==> src/rtl/control_path_gen.sv <==
// Control-path generator: sequences s/y datapath command strobes for the
// ELIST countdown, the CNT incrementer and the fixed UPDATE sequence.
//
// Handshake: there is no valid/ready pair here; commands are one-cycle
// strobes that the datapath must act on in the cycle they are high.
//
// All outputs are registered. The next-state logic also works out the
// command for the upcoming cycle, and one register stage drives the ports.
module control_path_gen #(
    parameter int S_W         = 4,
    parameter int ELIST_START = 6,
    parameter int ELIST_STEP  = 2,
    parameter int HOLD        = 4,
    parameter int CNT_DIV     = 1
) (
    input  logic           clk,
    input  logic           rst,
    input  logic [1:0]     on,
    input  logic           start,
    input  logic           y_inc,
    input  logic           abort,
    output logic [1:0]     regime,
    output logic           active,
    output logic           done,
    output logic           s_en,
    output logic           s_zero,
    output logic           s_add,
    output logic [S_W-1:0] s_step,
    output logic           y_en,
    output logic           y_store_x,
    output logic [1:0]     y_select_next,
    output logic [3:0]     dbg_state
);

    typedef enum logic [3:0] {
        ST_OFF, ST_EL_WAIT, ST_EL_LOAD, ST_EL_HOLD, ST_EL_DEC, ST_EL_END,
        ST_CNT, ST_UP1, ST_UP2, ST_UP3
    } state_t;

    // Number of decrements in one countdown; s itself is never read back.
    localparam int N_DEC = ELIST_START / ELIST_STEP;
    localparam int DW    = $clog2(N_DEC + 1);
    localparam int HW    = (HOLD > 1) ? $clog2(HOLD) : 1;
    localparam int CW    = (CNT_DIV > 1) ? $clog2(CNT_DIV) : 1;
    localparam logic [HW-1:0] HOLD_LAST = HW'(HOLD - 1);
    localparam logic [CW-1:0] DIV_LAST  = CW'(CNT_DIV - 1);

    state_t          state, nxt_state;
    logic [HW-1:0]   hold_cnt, nxt_hold;
    logic [DW-1:0]   dec_left, nxt_dec;
    logic [CW-1:0]   div_cnt, nxt_div;
    logic            inc_nxt, yinc_nxt;

    logic [1:0]      nxt_regime;
    logic            nxt_active, nxt_done, nxt_s_en, nxt_s_zero, nxt_s_add;
    logic [S_W-1:0]  nxt_s_step;
    logic            nxt_y_en, nxt_y_store_x;
    logic [1:0]      nxt_y_select;

    assign dbg_state = state;

    // Next state and counter updates; abort outranks every sequence step.
    always_comb begin
        nxt_state = state;
        nxt_hold  = hold_cnt;
        nxt_dec   = dec_left;
        nxt_div   = div_cnt;
        inc_nxt   = 1'b0;
        yinc_nxt  = 1'b0;
        if (state != ST_OFF && abort) begin
            nxt_state = ST_OFF;
            nxt_hold  = '0;
            nxt_dec   = '0;
            nxt_div   = '0;
        end else begin
            case (state)
                ST_OFF: begin
                    nxt_div = '0;
                    case (on)
                        2'd1:    nxt_state = ST_EL_WAIT;
                        2'd2:    nxt_state = ST_CNT;
                        2'd3:    nxt_state = ST_UP1;
                        default: nxt_state = ST_OFF;
                    endcase
                end
                ST_EL_WAIT: if (start) nxt_state = ST_EL_LOAD;
                ST_EL_LOAD: begin
                    nxt_dec   = DW'(N_DEC);
                    nxt_hold  = '0;
                    nxt_state = ST_EL_HOLD;
                end
                ST_EL_HOLD: begin
                    if (hold_cnt == HOLD_LAST) begin
                        nxt_hold  = '0;
                        nxt_state = (dec_left != '0) ? ST_EL_DEC : ST_EL_END;
                    end else begin
                        nxt_hold = hold_cnt + HW'(1);
                    end
                end
                ST_EL_DEC: begin
                    nxt_dec   = dec_left - DW'(1);
                    nxt_state = ST_EL_HOLD;
                end
                ST_EL_END: nxt_state = ST_OFF;
                ST_CNT: begin
                    if (!start) begin
                        nxt_state = ST_OFF;
                        nxt_div   = '0;
                    end else begin
                        if (div_cnt == '0) begin
                            inc_nxt  = 1'b1;
                            yinc_nxt = y_inc;
                        end
                        nxt_div = (div_cnt == DIV_LAST) ? '0 : div_cnt + CW'(1);
                    end
                end
                ST_UP1:  nxt_state = ST_UP2;
                ST_UP2:  nxt_state = ST_UP3;
                ST_UP3:  nxt_state = ST_OFF;
                default: nxt_state = ST_OFF;
            endcase
        end
    end

    // Command decode for the cycle the FSM is about to enter.
    always_comb begin
        nxt_regime    = 2'd0;
        nxt_active    = 1'b0;
        nxt_done      = 1'b0;
        nxt_s_en      = 1'b0;
        nxt_s_zero    = 1'b0;
        nxt_s_add     = 1'b0;
        nxt_s_step    = '0;
        nxt_y_en      = 1'b0;
        nxt_y_store_x = 1'b0;
        nxt_y_select  = 2'd0;
        case (nxt_state)
            ST_EL_WAIT: nxt_regime = 2'd1;
            ST_EL_LOAD: begin
                nxt_regime = 2'd1;
                nxt_active = 1'b1;
                nxt_s_en   = 1'b1;
                nxt_s_zero = 1'b1;
                nxt_s_add  = 1'b1;
                nxt_s_step = S_W'(ELIST_START);
            end
            ST_EL_HOLD: begin
                nxt_regime = 2'd1;
                nxt_active = 1'b1;
            end
            ST_EL_DEC: begin
                nxt_regime = 2'd1;
                nxt_active = 1'b1;
                nxt_s_en   = 1'b1;
                nxt_s_step = S_W'(ELIST_STEP);
            end
            ST_EL_END: begin
                nxt_regime = 2'd1;
                nxt_done   = 1'b1;
                nxt_s_en   = 1'b1;
                nxt_s_zero = 1'b1;
                nxt_s_add  = 1'b1;
                nxt_s_step = S_W'(ELIST_START);
            end
            ST_CNT: begin
                nxt_regime = 2'd2;
                if (inc_nxt) begin
                    nxt_s_en   = 1'b1;
                    nxt_s_add  = 1'b1;
                    nxt_s_step = S_W'(1);
                end
                if (yinc_nxt) begin
                    nxt_y_en     = 1'b1;
                    nxt_y_select = 2'd1;
                end
            end
            ST_UP1: begin
                nxt_regime    = 2'd3;
                nxt_y_en      = 1'b1;
                nxt_y_store_x = 1'b1;
            end
            ST_UP2: begin
                nxt_regime   = 2'd3;
                nxt_y_en     = 1'b1;
                nxt_y_select = 2'd2;
            end
            ST_UP3: begin
                nxt_regime = 2'd3;
                nxt_s_en   = 1'b1;
                nxt_s_step = S_W'(1);
                nxt_done   = 1'b1;
            end
            default: nxt_regime = 2'd0;
        endcase
    end

    // State, counters and output registers; reset clears everything.
    always_ff @(posedge clk) begin
        if (rst) begin
            state         <= ST_OFF;
            hold_cnt      <= '0;
            dec_left      <= '0;
            div_cnt       <= '0;
            regime        <= 2'd0;
            active        <= 1'b0;
            done          <= 1'b0;
            s_en          <= 1'b0;
            s_zero        <= 1'b0;
            s_add         <= 1'b0;
            s_step        <= '0;
            y_en          <= 1'b0;
            y_store_x     <= 1'b0;
            y_select_next <= 2'd0;
        end else begin
            state         <= nxt_state;
            hold_cnt      <= nxt_hold;
            dec_left      <= nxt_dec;
            div_cnt       <= nxt_div;
            regime        <= nxt_regime;
            active        <= nxt_active;
            done          <= nxt_done;
            s_en          <= nxt_s_en;
            s_zero        <= nxt_s_zero;
            s_add         <= nxt_s_add;
            s_step        <= nxt_s_step;
            y_en          <= nxt_y_en;
            y_store_x     <= nxt_y_store_x;
            y_select_next <= nxt_y_select;
        end
    end

endmodule
==> config.mk <==
export PLATFORM = sky130hd
export DESIGN_NAME = control_path_gen
export DESIGN_NICKNAME = d
export VERILOG_FILES = /design/src/rtl/control_path_gen.sv
export SDC_FILE = /design/constraint.sdc
export NUM_CORES = 1
export LEC_CHECK = 0
export ABC_AREA = 1
export CORE_UTILIZATION = 31
export DETAILED_ROUTE_END_ITERATION = 6
export PLACE_DENSITY_LB_ADDON = 0.12
export SKIP_CTS_REPAIR_TIMING = 1
export SLEW_MARGIN = 10
export SYNTH_ARGS = -nofsm -noshare
export SYNTH_HDL_FRONTEND = slang
export SYNTH_SLANG_ARGS = --single-unit
==> constraint.sdc <==
create_clock -name clk -period 3.3 [get_ports clk]
set_clock_uncertainty 0.2 [all_clocks]
set_input_delay 0.33 -clock clk [delete_from_list [all_inputs] [get_ports clk]]
set_output_delay 0.33 -clock clk [all_outputs]
set_load 0.02 [all_outputs]
# After elaboration in Yosys (flattened, before gate mapping)
# Index checks and enable logic that the tools add are counted.
[classes]
addsub = 3
reduce_logical = 16
eq_ne = 20
n_div = 0
mux = 35
magnitude_cmp = 0
bitwise = 0
shifts = 0
n_mul = 0
[op_table]
columns = ["op", "count"]
rows = [
  ["$eq A4 B3 Y1 const B", 7],
  ["$pmux W4 S7", 1],
  ["$mux W1", 19],
  ["$eq A4 B2 Y1 const B", 4],
  ["$mux W4", 4],
  ["$eq A4 B4 Y1 const B", 3],
  ["$pmux W2 S2", 3],
  ["$pmux W3 S4", 1],
  ["$reduce_or A2 Y1", 5],
  ["$pmux W3 S3", 1],
  ["$eq A4 B1 Y1 const B", 2],
  ["$pmux W1 S2", 4],
  ["$reduce_bool A2 Y1", 4],
  ["$eq A2 B2 Y1 const B", 3],
  ["$pmux W2 S3", 1],
  ["$reduce_or A3 Y1", 2],
  ["$reduce_or A5 Y1", 1],
  ["$logic_not A4 Y1", 1],
  ["$reduce_bool A4 Y1", 1],
  ["$reduce_or A4 Y1", 1],
  ["$add A2 B1 Y2 const B", 1],
  ["$eq A2 B1 Y1 const B", 1],
  ["$mux W2", 1],
  ["$sub A2 B1 Y2 const B", 1],
  ["2 further kinds", 2],
]
[totals]
mem_bits_ro = 0
input_bits = 7
out_inout_bits = 19
elab_cells = 88
ramBits = 0
latch_bits = 0
n_memories = 0
ff_bits = 24

# Depth between registers and ports, before layout
# Gate-level depths: netlist of run 1.
[depth]
word_depth = 8
depth_mapped = 12

# Worst setup path before layout of run 1
# No wires, ideal clock.
[synth_path]
path_kind = "reg-to-reg"
start = "register state[2], in the netlist dbg_state[2]"
end = "register s_en"
slack_ps = 1600
setup_ps = 125
n_path_buf = 0
stages_incl_launch_ff = 12
t_arrival_ps = 1375
t_required_ps = 2975
cell_sequence = "dfxtp_1 > inv_1 > nor2_2 > nand2_1 > nand2_1 > inv_2 > nand2_2 > nor2_4 > nand3_1 > nand2_1 > nand2_2 > nand3_1"
[synth_via]
elab_chain_cells = 7
[synth_rtl]
columns = ["element", "line_no", "rtl"]
rows = [
  ["from (decl)", "48", "state_t state, nxt_state;"],
  ["from (signal assigned)", "215", "state <= nxt_state;"],
  ["$eq A4 B3 Y1 / $eq A4 B2 Y1 (equally long branches)", "76", "case (state)"],
  ["$reduce_or A2 Y1 (no source line)", "n/a", ""],
  ["$pmux W4 S7", "76", ""],
  ["$mux W4", "70", "if (state != ST_OFF && abort) begin"],
  ["$eq A4 B4 Y1 (tied with other cells)", "137", "case (nxt_state)"],
  ["$reduce_or A4 Y1 (no source line)", "n/a", ""],
  ["$pmux W1 S2 (*)", "137", ""],
  ["to (signal assigned)", "222", "s_en <= nxt_s_en;"],
  ["to (decl)", "25", "output logic s_en,"],
]
# Every way passes the cells marked *; elsewhere a longest branch is shown, timed or not.
# A chain may end at the register's enable or synchronous reset.

# Worst setup path in the final report of run 1
[layout_path]
start = "register state[3], in the netlist dbg_state[3]"
end = "output port dbg_state[3]"
[layout_lines]
columns = ["element", "line_no", "rtl"]
rows = [
  ["to (decl)", "32", "output logic [3:0] dbg_state"],
]
# No word-level cell between the ends.

==> out/metrics.csv, run 1 <==
metric,value,unit
crit_buf_inv,1,
cp.arrival,1.45,ns
syn_inst,141,
cts_num_sinks,22,
synth_cell_types,22,
tns,0,ns
drv_cap,0,
yosys_warnings,0,
ant_nets,0,
synthesis.area,1020,µm²
hold_viol_final,0,
fin_ws,1.32,ns
synth_common_cells,"nand2_1, dfxtp_1, inv_1, nor2_1, nand3_1",
async_flop_share,0,%
crit_path_start_kind,flip-flop,
final_util,44.1,%
synthAdderAreaFrac,2.45,%
yosysMostFrequentCell,nand2_1,
grt_util_all_layers,15.1,%
globalRouteOverflowTotal,0,
hold_path_class,flip-flop to flip-flop,
crit_family,buffers and inverters,
final_layout_size_suffix_gt1_share,10.8,%
pwr-share-comb,54.2,%
synthFlopType,dfxtp_1,
num_rows,20,
root_buffer,clkbuf_4,
drtIter0Drc,20,
power_density,930,nW/µm²
synthesis.nets,150,
fmax,0.505,GHz
synth_top_family_by_area,simple AND/OR/NAND/NOR gates,
gp_congestion,0.809,
num_antenna_cells,0,
rsz0062_at_grt,false,
syn_avg_cell_area,7.24,µm²
io_buffers,24,
layout.cells.non_filler,211,
wire_per_inst,10.8,µm
switching_share,43.5,%
rrSetupSlack,1.49,ns
dp.cells,207,
vias_per_cell,4.40,
grt_pass1_wl,3.85,mm
ir_worst_vdd,0.394,mV
clkTransAtPathRegs,0.12,ns
leakage,0.659,nW
intPower,0.713,mW
cts_buffer_depth,2,
p_sw,0.549,mW
slew_viol_final,0,
synth.mux.area_fraction,0,%
critPathKind,flip-flop to output pin,
fin_crit_sh,60.0,%
cp-end-kind,output pin,
worstPathCellList,clkdlybuf4s50_1,
synth-edff-count,0,
yosys.area_share.simple,36.2,%
place_hpwl,1.88,mm
grt_max_degree,14,
vias,929,
die_w,59.4,µm
syn_to_final_growth,33.0,%
synth_top_area_share,43.1,%
drc,0,
dieArea,3530,µm²
synth_compound_area_share,8.33,%
htreeDepth,1,
seqPwrFrac,29.6,%
cp_slowest_cell,clkdlybuf4s50_1,
crit_required,2.77,ns
initial_core_util,33.2,%
setup_violations,0,
slowest_delay,0.66,ns
place_ws,1.28,ns
fillers,321,
ios,26,
antenna_found_initial,0,
p_clk_share,16.3,%
synth-seq-cells,22,
yosys.area.top_type,dfxtp_1,
numCtsBuffers,3,
grt_pass1_vias,907,
yosysSeqAreaShare,43.1,%
firstDrtPassIters,6,
nets,177,
cts_tree,yes,
synth-xor-area-share,0,%
status,completed,
die_h,59.4,µm
core-area,3080,µm²
routed_wl,2.27,mm
critPathMaxFanout,5,
clk_latency,0.31,ns
ys_top_cells_by_area,"dfxtp_1, nand2_1, nand3_1",
finalCriticalPeriod,1.98,ns
==> kinds of logic after synthesis <==
group,after synthesis
and+or+nand+nor,78
other,1
buffers and inverters,25
adders and majority gates,2
AOI/OAI and AO/OA,13
DFF,22
==> layout by cell type, fill, tap and decap left out <==
master / netlist / final
a211oi_1: 2 / 2
nand3_2: 2 / 2
o21ai_4: 1 / 1
nand4_1: 2 / 2
nand3_1: 16 / 16
nor2_2: 2 / 2
nand2_1: 27 / 27
clkbuf_4: 0 / 3
nor3_1: 1 / 1
ha_1: 2 / 2
dfxtp_1: 22 / 22
inv_1: 21 / 21
clkdlybuf4s50_1: 0 / 24
a21oi_1: 3 / 3
a221oi_1: 1 / 1
bufinv_16: 0 / 1
conb_1: 1 / 1
nor2_1: 21 / 21
o21ai_1: 3 / 3
o21ai_0: 3 / 3
nand2_2: 4 / 4
nor2_4: 3 / 3
inv_2: 2 / 2
==> sequential cells by signal, indices dropped and copies added (netlist names) <==
signal,flops
done,1
y_en,1
hold_cnt,2
regime,2
s_step,3
y_select_next,2
s_en,1
dbg_state,4
dec_left,2
s_zero,1
active,1
s_add,1
y_store_x,1
==> power groups by stage <==
stage / registers (mW) / clock network (mW) / logic (mW)
floorplan: 0.449 / 0 / 0.401
finish: 0.373 / 0.205 / 0.684
CTS: 0.374 / 0.213 / 0.686
global route: 0.383 / 0.221 / 0.756
global placement: 0.380 / 0 / 0.674
detailed placement: 0.380 / 0 / 0.684
==> layout make-up <==
cell class,count,area [µm²],share of cell area [%]
tap,44,55.1,4.06
multi-input combinational,94,483,35.6
sequential,22,440,32.4
clock buffer,3,22.5,1.66
timing repair buffer,24,240,17.7
inverter,23,86.3,6.36
clock inverter,1,30.0,2.21
==> stage by stage <==
step / hold slack (ns) / area (µm²) / power [mW]
2_1_floorplan: 0.253 / 1020 / 0.850
3_3_place_gp: 0.270 / 1310 / 1.05
3_5_place_dp: 0.275 / 1310 / 1.06
4_1_cts: 0.294 / 1360 / 1.27
5_1_grt: 0.324 / 1360 / 1.36
6_report: 0.290 / 1360 / 1.26
==> routing by layer <==
metal	global-route usage, %	wire length (µm)	vias to the layer above
met4	7.82	38	0
met3	3.93	89	6
met2	25.8	1110	19
li1	-	-	493
met1	17.0	1030	411
met5	0	0	-
==> final timing paths <==
kind,cells past startpoint,to,from
worst max register to register,12,s_en$_SDFF_PP0_,dec_left[0]$_SDFFE_PP0P_
worst max-delay path,1,dbg_state[3],dbg_state[3]$_SDFF_PP0_
worst min register to register,2,dec_left[1]$_SDFFE_PP0P_,dec_left[1]$_SDFFE_PP0P_
worst min-delay path,2,dec_left[1]$_SDFFE_PP0P_,dec_left[1]$_SDFFE_PP0P_
Power figures use the tool's default switching activity.
==> run 2, diff against run 1 <==
==> constraint.sdc (replaced) <==
create_clock -name clk -period 1.65 [get_ports clk]
set_clock_uncertainty 0.2 [all_clocks]
set_input_delay 0.165 -clock clk [delete_from_list [all_inputs] [get_ports clk]]
set_output_delay 0.165 -clock clk [all_outputs]
set_load 0.02 [all_outputs]
==> run 2 against run 1 <==
The run now ends with negative setup slack left. Die area stayed put. Via count is 13% higher. Global-route usage is 0.37 points lower. Critical path depth stayed put. Final cell count is 11% higher. Utilization is 13 points higher. First-iteration DRC count is 10% higher. Clock-buffer cell count stayed put. Power grew to 2.6 times the previous value. Hold slack worse by 0.088 ns. Sequential share of layout area is 6.2 points lower. Critical endpoint unchanged. Largest power group unchanged.
==> out/metrics.csv, run 2 (synthesized netlist as in run 1, its figures left out) <==
metric,value,unit,change
status,"finished, violations left",,was completed
violations,negative setup slack,,
hold_depth,3,,was 2
ir_worst_vdd,0.839,mV,was 0.394 mV
setup_violations,7,,was 0
final_cell_mix,"buf_4, nand2_1, clkdlybuf4s50_1",,"was nand2_1, clkdlybuf4s50_1, dfxtp_1"
cp-end-kind,output pin,,unchanged
place_hpwl,1.91,mm,was 1.88 mm
core-area,3080,µm²,unchanged
crit_path_start_kind,flip-flop,,unchanged
hold_viol_final,0,,unchanged
grt_util_all_layers,14.7,%,was 15.1%
antenna_found_initial,0,,unchanged
finalCriticalPeriod,1.71,ns,
drc,0,,unchanged
htreeDepth,1,,unchanged
seq_area,459,µm²,was 440 µm²
num_rows,20,,unchanged
ant_nets,0,,unchanged
cts_buffer_depth,2,,unchanged
cts_num_sinks,22,,unchanged
numCtsBuffers,3,,unchanged
crit_required,1.28,ns,was 2.77 ns
drtIter0Drc,22,,was 20
cp_slowest_cell,clkdlybuf4s50_1,,unchanged
dieArea,3530,µm²,unchanged
hold_path_class,input pin to flip-flop,,was flip-flop to flip-flop
power_density,1850,nW/µm²,was 930 nW/µm²
ios,26,,unchanged
rsz0062_at_grt,true,,was false
slowest_delay,0.62,ns,was 0.66 ns
vias,1053,,was 929
grt_pass1_vias,956,,was 907
reg2regPathDepth,9,,was 12
final_layout_size_suffix_gt1_share,48.2,%,was 10.8%
io_buffers,24,,unchanged
wire_per_inst,11.9,µm,was 10.8 µm
grt_max_degree,14,,unchanged
grt_pass1_wl,3.83,mm,was 3.85 mm
fin_crit_sh,103,%,
min_to,y_select_next[0]$_SDFF_PP0_,,was dec_left[1]$_SDFFE_PP0P_
num_antenna_cells,0,,unchanged
nets,201,,was 177
fillers,296,,was 321
dp.cells,224,,was 207
final_common_cell,buf_4,,was nand2_1
globalRouteOverflowTotal,0,,unchanged
rrSetupSlack,-0.05,ns,was 1.49 ns
hold_start,y_inc,,was dec_left[1]$_SDFFE_PP0P_
place_ws,-0.200,ns,was 1.28 ns
critPathMaxFanout,6,,was 5
die_h,59.4,µm,unchanged
tns,-0.196,ns,was 0 ns
firstDrtPassIters,4,,was 6
leakage,0.909,nW,was 0.659 nW
critPathKind,flip-flop to output pin,,unchanged
largest_reg_flops,4,,unchanged
r2r_start,dbg_state[0]$_SDFF_PP0_,,was dec_left[0]$_SDFFE_PP0P_
layout.cells.non_filler,235,,was 211
vias_per_cell,4.48,,was 4.40
root_buffer,clkbuf_4,,unchanged
fmax,0.586,GHz,
fin_ws,-0.0571,ns,was 1.32 ns
drv_cap,0,,unchanged
worstPathCellList,clkdlybuf4s50_1,,unchanged
p_total,3.23,mW,was 1.26 mW
initial_core_util,33.2,%,unchanged
die_w,59.4,µm,unchanged
worstReg2RegEnd,regime[0]$_SDFF_PP0_,,was s_en$_SDFF_PP0_
cp.arrival,1.34,ns,was 1.45 ns
crit_buf_inv,1,,unchanged
clk_latency,0.30,ns,was 0.31 ns
multi_input_area,663,µm²,was 483 µm²
routed_wl,2.79,mm,was 2.27 mm
crit_family,buffers and inverters,,unchanged
slew_viol_final,0,,unchanged
syn_to_final_growth,71.1,%,was 33.0%
cts_tree,yes,,unchanged
clkTransAtPathRegs,0.13,ns,was 0.12 ns
gp_congestion,0.826,,was 0.809
[run 2: power breakdown]
group / switching (mW) / internal, mW / leakage [nW]
clock: 0.164 / 0.245 / 0.0279
combinational: 1.15 / 0.875 / 0.698
sequential: 0.0979 / 0.696 / 0.184
[run 2: worst reg2reg max path, stage by stage (launching register included)]
cell and delay (ns):
dfxtp_4 0.39, nor2_4 0.18, nand3_1 0.16, o21ai_2 0.15
nand2_1 0.12, nor2_2 0.19, nor2_1 0.07, nand2_1 0.07
nor2_1 0.04, nor2_1 0.07
[run 2: worst max path at each step]
stage / from / cells after the start / to / slack [ns]
final: dbg_state[3]$_SDFF_PP0_ / 1 / dbg_state[3] / -0.06
after global routing: dbg_state[2]$_SDFF_PP0_ / 8 / done$_SDFF_PP0_ / -0.14
after CTS: dec_left[0]$_SDFFE_PP0P_ / 10 / s_en$_SDFF_PP0_ / -0.15
after detailed placement: start / 8 / s_en$_SDFF_PP0_ / -0.20
after global placement: start / 8 / s_en$_SDFF_PP0_ / -0.15
after floorplan: dec_left[0]$_SDFFE_PP0P_ / 10 / s_en$_SDFF_PP0_ / 0.06
[run 2: through the flow]
stage | cell area, µm² | hold WS [ns] | utilization (%)
finish | 1750 | 0.202 | 56.7
detailed placement | 1440 | 0.284 | 46.7
global route | 1750 | 0.191 | 56.7
CTS | 1490 | 0.196 | 48.4
global placement | 1440 | 0.268 | 46.7
floorplan | 1030 | 0.0941 | -
[run 2: layer usage]
metal,share of wire (%),vias to the layer above,routed length (µm),track usage (%)
met5,0,-,0,0
met4,1.2,0,33,6.80
met1,45,478,1240,18.2
li1,-,552,-,-
met2,51,18,1420,24.6
met3,3.2,5,89,2.62
[run 2: cell type report]
cell class,count,share of cell area (%)
inverter,23,5.09
clock inverter,1,1.72
multi-input combinational,96,38.0
clock buffer,3,1.29
tap,44,3.15
sequential,22,26.3
timing repair buffer,46,24.5
